### config.mk
export PLATFORM = sky130hd
export DESIGN_NAME = load_store_unit
export DESIGN_NICKNAME = d
export VERILOG_FILES = /design/src/rtl/lsu_pkg.sv /design/src/rtl/lsu_load_align.sv /design/src/rtl/load_store_unit.sv
export SDC_FILE = /design/constraint.sdc
export NUM_CORES = 1
export LEC_CHECK = 0
export CAP_MARGIN = 20
export CORE_MARGIN = 5
export CORE_UTILIZATION = 39
export DETAILED_ROUTE_END_ITERATION = 12
export HOLD_SLACK_MARGIN = 0.1
export PLACE_DENSITY = 0.76
export SETUP_SLACK_MARGIN = 0.4
export SYNTH_ARGS = -nofsm -noshare
export SYNTH_HDL_FRONTEND = slang
export SYNTH_HIERARCHICAL = 1
export SYNTH_SLANG_ARGS = --single-unit
### constraint.sdc
create_clock -name i_clk -period 1.5 [get_ports i_clk]
set_input_delay 0.15 -clock i_clk [delete_from_list [all_inputs] [get_ports i_clk]]
set_output_delay 0.15 -clock i_clk [all_outputs]
set_load 0.005 [all_outputs]
### src/rtl/lsu_pkg.sv
// Shared types and helpers for the RV32I load/store unit.
package lsu_pkg;

    typedef enum logic [1:0] {
        IDLE = 2'd0,
        REQ  = 2'd1,
        RESP = 2'd2
    } lsu_state_e;

    localparam logic [2:0] F3_B  = 3'b000;
    localparam logic [2:0] F3_H  = 3'b001;
    localparam logic [2:0] F3_W  = 3'b010;
    localparam logic [2:0] F3_BU = 3'b100;
    localparam logic [2:0] F3_HU = 3'b101;

    // Width code is legal for the direction (stores have no unsigned forms).
    function automatic logic f3_legal(input logic we, input logic [2:0] f3);
        logic ok;
        case (f3)
            F3_B, F3_H, F3_W: ok = 1'b1;
            F3_BU, F3_HU:     ok = ~we;
            default:          ok = 1'b0;
        endcase
        return ok;
    endfunction

    // Halfwords need even addresses, words need word-aligned addresses.
    function automatic logic misaligned(input logic [2:0] f3, input logic [1:0] lo);
        logic bad;
        case (f3)
            F3_H, F3_HU: bad = lo[0];
            F3_W:        bad = (lo != 2'b00);
            default:     bad = 1'b0;
        endcase
        return bad;
    endfunction

    // Byte enables of a store placed on its byte lane.
    function automatic logic [3:0] store_mask(input logic [2:0] f3, input logic [1:0] lo);
        logic [3:0] m;
        case (f3)
            F3_B:    m = 4'b0001 << lo;
            F3_H:    m = 4'b0011 << lo;
            F3_W:    m = 4'b1111;
            default: m = 4'b0000;
        endcase
        return m;
    endfunction

endpackage

### src/rtl/lsu_load_align.sv
// Load data extraction: shift the addressed byte lane down and extend.
module lsu_load_align
    import lsu_pkg::*;
(
    input  logic [31:0] rdata,
    input  logic [1:0]  addr_lo,
    input  logic [2:0]  funct3,
    output logic [31:0] result
);

    logic [31:0] shifted_s;

    // Select the lane and apply sign or zero extension by width code.
    always_comb begin
        shifted_s = rdata >> {addr_lo, 3'b000};
        case (funct3)
            F3_B:    result = {{24{shifted_s[7]}}, shifted_s[7:0]};
            F3_H:    result = {{16{shifted_s[15]}}, shifted_s[15:0]};
            F3_W:    result = shifted_s;
            F3_BU:   result = {24'd0, shifted_s[7:0]};
            F3_HU:   result = {16'd0, shifted_s[15:0]};
            default: result = 32'd0;
        endcase
    end

endmodule

### src/rtl/load_store_unit.sv
// RV32I load/store unit: one outstanding memory access, registered outputs.
module load_store_unit
    import lsu_pkg::*;
(
    input  logic        i_clk,
    input  logic        i_rst_n,
    input  logic        i_req_valid,
    output logic        o_req_ready,
    input  logic        i_we,
    input  logic [2:0]  i_funct3,
    input  logic [31:0] i_addr,
    input  logic [31:0] i_wdata,
    output logic        o_mem_req,
    output logic        o_mem_we,
    output logic [31:0] o_mem_addr,
    output logic [31:0] o_mem_wdata,
    output logic [3:0]  o_mem_bmask,
    input  logic        i_mem_ack,
    input  logic [31:0] i_mem_rdata,
    output logic        o_rsp_valid,
    output logic [31:0] o_rdata,
    output logic        o_err
);

    lsu_state_e  state_q, state_d;
    logic [1:0]  addr_lo_q, addr_lo_d;
    logic [2:0]  funct3_q, funct3_d;
    logic        ready_q, ready_d;
    logic        mem_req_q, mem_req_d;
    logic        mem_we_q, mem_we_d;
    logic [31:0] mem_addr_q, mem_addr_d;
    logic [31:0] mem_wdata_q, mem_wdata_d;
    logic [3:0]  mem_bmask_q, mem_bmask_d;
    logic        rsp_valid_q, rsp_valid_d;
    logic [31:0] rdata_q, rdata_d;
    logic        err_q, err_d;
    logic [31:0] load_res_s;
    logic        bad_req_s;

    lsu_load_align u_align (
        .rdata   (i_mem_rdata),
        .addr_lo (addr_lo_q),
        .funct3  (funct3_q),
        .result  (load_res_s)
    );

    // Next-state and next-output decode; outputs idle at zero outside their phase.
    always_comb begin
        state_d     = state_q;
        addr_lo_d   = addr_lo_q;
        funct3_d    = funct3_q;
        mem_req_d   = 1'b0;
        mem_we_d    = 1'b0;
        mem_addr_d  = 32'd0;
        mem_wdata_d = 32'd0;
        mem_bmask_d = 4'b0000;
        rsp_valid_d = 1'b0;
        rdata_d     = 32'd0;
        err_d       = 1'b0;
        bad_req_s   = ~f3_legal(i_we, i_funct3) | misaligned(i_funct3, i_addr[1:0]);
        case (state_q)
            IDLE: begin
                if (i_req_valid && ready_q) begin
                    addr_lo_d = i_addr[1:0];
                    funct3_d  = i_funct3;
                    if (bad_req_s) begin
                        state_d     = RESP;
                        rsp_valid_d = 1'b1;
                        err_d       = 1'b1;
                    end else begin
                        state_d     = REQ;
                        mem_req_d   = 1'b1;
                        mem_we_d    = i_we;
                        mem_addr_d  = {i_addr[31:2], 2'b00};
                        mem_wdata_d = i_we ? (i_wdata << {i_addr[1:0], 3'b000}) : 32'd0;
                        mem_bmask_d = i_we ? store_mask(i_funct3, i_addr[1:0]) : 4'b0000;
                    end
                end else begin
                    state_d = IDLE;
                end
            end
            REQ: begin
                if (i_mem_ack) begin
                    state_d     = RESP;
                    rsp_valid_d = 1'b1;
                    rdata_d     = mem_we_q ? 32'd0 : load_res_s;
                end else begin
                    mem_req_d   = mem_req_q;
                    mem_we_d    = mem_we_q;
                    mem_addr_d  = mem_addr_q;
                    mem_wdata_d = mem_wdata_q;
                    mem_bmask_d = mem_bmask_q;
                end
            end
            RESP: begin
                state_d = IDLE;
            end
            default: begin
                state_d = IDLE;
            end
        endcase
        ready_d = (state_d == IDLE);
    end

    // State and registered output flops; reset clears everything immediately.
    always_ff @(posedge i_clk or negedge i_rst_n) begin
        if (!i_rst_n) begin
            state_q     <= IDLE;
            addr_lo_q   <= 2'b00;
            funct3_q    <= 3'b000;
            ready_q     <= 1'b0;
            mem_req_q   <= 1'b0;
            mem_we_q    <= 1'b0;
            mem_addr_q  <= 32'd0;
            mem_wdata_q <= 32'd0;
            mem_bmask_q <= 4'b0000;
            rsp_valid_q <= 1'b0;
            rdata_q     <= 32'd0;
            err_q       <= 1'b0;
        end else begin
            state_q     <= state_d;
            addr_lo_q   <= addr_lo_d;
            funct3_q    <= funct3_d;
            ready_q     <= ready_d;
            mem_req_q   <= mem_req_d;
            mem_we_q    <= mem_we_d;
            mem_addr_q  <= mem_addr_d;
            mem_wdata_q <= mem_wdata_d;
            mem_bmask_q <= mem_bmask_d;
            rsp_valid_q <= rsp_valid_d;
            rdata_q     <= rdata_d;
            err_q       <= err_d;
        end
    end

    assign o_req_ready = ready_q;
    assign o_mem_req   = mem_req_q;
    assign o_mem_we    = mem_we_q;
    assign o_mem_addr  = mem_addr_q;
    assign o_mem_wdata = mem_wdata_q;
    assign o_mem_bmask = mem_bmask_q;
    assign o_rsp_valid = rsp_valid_q;
    assign o_rdata     = rdata_q;
    assign o_err       = err_q;

endmodule

==> qor.yml <==
detailed_routing:
  drt_iter0_markers: 270
  firstDrtPassIters: 4
  drc_errors: 0
  via_per_inst: 5.27
  dr_total_vias: 4829
  wire_per_inst_um: 19.2
  ant_nets: 0
  wirelength_um: 17600
clock_network:
  cts_max_level: 3
  insertion_delay_ns: 0.35
  cts.sinks: 110
  cts_made_buffers: 9
  cts.path.max_buffers: 2
  cts_root_buf: "clkbuf_16"
  path_clk_slew_ns: 0.08
  cts_tree: "done"
hold_path:
  whs_path_depth: 3
  min_path_type: "primary input to register"
setup_path:
  path_cells: "or4bb_4 > buf_12 > a211oi_4 > buf_6 > a22o_1"
  critPathBufInv: 2
  critPathArrivalTime_ns: 1.94
  reg2regPathDepth: 5
  worstSetupStartpointType: "register"
  path_depth: 5
  crit_path_top_delay_cell: "or4bb_4"
  end_kind: "register"
  path_max_fanout: 8
  required_ns: 1.78
  crit_family: "simple AND/OR/NAND/NOR gates"
  worst_path_largest_cell_delay_ns: 0.58
  worstSetupPathType: "register to register"
final_layout:
  nFillCells: 1058
  finalNetCount: 840
  final_cell_mix: "dfrtp_1 (107), clkdlybuf4s50_1 (101), buf_2 (69), buf_4 (61)"
  utilization_pct: 65.0
  finish.instance_area_um2: 8540
  layout_commonest_cell: "dfrtp_1"
  synthToLayoutAreaGrowth_pct: 64.4
  diodes: 0
  drive_gt1_share_pct: 36.8
sta:
  fin_ws_ns: -0.158
  skew_ns: 0.0110
  timing.hold.ws_ns: 0.123
  worst_slew_pin_slew_ns: 0.563
  finalMaxSlewViolations: 0
  hold_violations: 0
  fmax_mhz: 603
  slew_headroom_pct: 62.5
  setup_viol: 102
  period_share_pct: 111
  period_needed_ns: 1.66
  grt_setup_unrepaired: "yes"
floorplanning:
  dieArea_um2: 15700
  die_w_um: 125
  core-area_um2: 13100
  die_h_um: 125
  rows: 42
  start_util_pct: 39.6
  ioPinCount: 209
global_route:
  antenna_found_initial: 0
  grt.total_usage_pct: 21.7
  grt_pass1_vias: 5102
  grt_max_degree: 70
  grt-ovfl-total: 0
  grt_pass1_wl_um: 27600
synth:
  synthCells: 455
  synth_flop_cell: "dfrtp_1"
  ys_types: 49
  synth_top_area_share_pct: 53.0
  async_flop_share_pct: 100
  synth_area_leaders: "dfrtp_1 (53%), mux2i_1 (8.3%), a22o_1 (7.8%)"
  yosysTopAreaCell: "dfrtp_1"
  synth-seq-cells: 110
  avgSynthCellArea_um2: 11.4
  yosys_warnings: 6
  ys_seq_area_share_pct: 53.0
  synth_edf_count: 0
  syn-cell-area_um2: 5200
outcome:
  status: "finished with violations"
  violations: "setup timing"
power:
  ir_drop_v: 0.000896
  total_leakage_power_nw: 4.22
  power_density_nw_per_um2: 1300
placement:
  dpl_cell_area_um2: 7860
  place_congestion: 0.953
  hpwl_um: 12700
  numPortBuffers: 206
job:
  drv_cap: 0
[report_power, final]
part	leakage [nW]	internal, mW	switching (mW)
combinational	2.56	2.71	2.27
sequential	1.51	3.24	0.273
clock	0.150	1.48	1.10
total	4.22	7.42	3.64
[cell type report]
type | count | area [µm²] | share of cell area [%]
clock buffer | 10 | 229 | 2.68
clock inverter | 6 | 92.6 | 1.08
inverter | 3 | 11.3 | 0.132
multi-input combinational | 305 | 2560 | 29.9
sequential | 110 | 2760 | 32.3
tap | 176 | 220 | 2.58
timing repair buffer | 307 | 2680 | 31.3
[Yosys cell counts, drive strengths merged (3+ instances only)]
cell type and count:
inv 3, buf 21, nand2b 3, dfrtp 110, o21ai 32, a32o 9, nand3b 3, a211oi 15
nor2b 12, a22o 46, nor2 5, o2bb2ai 14, clkbuf 17, a21o 9, nand2 50, a21oi 4
mux2i 43, and2 33
[final timing paths]
kind | startpoint | endpoint | slack, ns
worst max register to register | state_q[0]$_DFF_PN0_ | o_mem_wdata[3]$_DFFE_PN0P_ | -0.16
worst min register to register | o_mem_req$_DFFE_PN0P_ | o_mem_req$_DFFE_PN0P_ | 0.49
worst min-delay path | i_addr[0] | addr_lo_q[0]$_DFFE_PN0P_ | 0.12
max in group asynchronous | i_rst_n | addr_lo_q[1]$_DFFE_PN0P_ | 0.77
worst max-delay path | state_q[0]$_DFF_PN0_ | o_mem_wdata[3]$_DFFE_PN0P_ | -0.16
min in group asynchronous | i_rst_n | o_rdata[14]$_DFF_PN0_ | 0.18
[routing by layer]
layer  share of wire [%]  track usage (%)
met3                 6.9             5.93
met4                 2.8             7.46
met1                  41             26.8
met2                  49             36.7
met5                   0                0
[worst min-delay path, cell delays in order]
cell and delay (ns):
buf_2 0.16, nand2_1 0.08, nand2_1 0.05
[metrics by stage]
| step | setup WS [ns] | TNS (ns) | power (mW) | instances |
|---|---|---|---|---|
| 3_3_place_gp | -0.365 | -25.16 | 7.33 | 853 |
| 6_report | -0.158 | -10.19 | 11.1 | 917 |
| 3_5_place_dp | -0.401 | -29.39 | 7.45 | 853 |
| 2_1_floorplan | 0.0160 | 0 | 5.69 | 456 |
| 5_1_grt | -0.239 | -17.78 | 11.6 | 917 |
| 4_1_cts | -0.129 | -5.28 | 10.6 | 909 |
[flip-flops by register name, indices dropped and copies added, names as in the netlist]
name / count
o_err: 1
o_mem_req: 1
o_rsp_valid: 1
o_mem_bmask: 4
o_rdata: 32
o_mem_we: 1
funct3_q: 3
o_mem_addr: 30
o_req_ready: 1
state_q: 2
addr_lo_q: 2
o_mem_wdata: 32
[cell families after synthesis]
kind of cell    Yosys count  share of synthesized area (%)
other cells               1                         0.0722
flops                   110                           53.0
compound gates          142                           22.0
mux                      44                           8.50
buf+inv                  41                           4.24
simple gates            117                           12.2
[repair_timing]
action / in CTS / in global routing
pin swaps: 35 / 17
gates resized for setup: 410 / 56
setup buffers: 36 / 7
endpoints found under the setup margin: 213 / 131
gates cloned: 3 / 1
hold buffers: 1 / 0
endpoints found under the hold margin: 110 / 0
No activity file was read; power rests on OpenSTA's default activity.
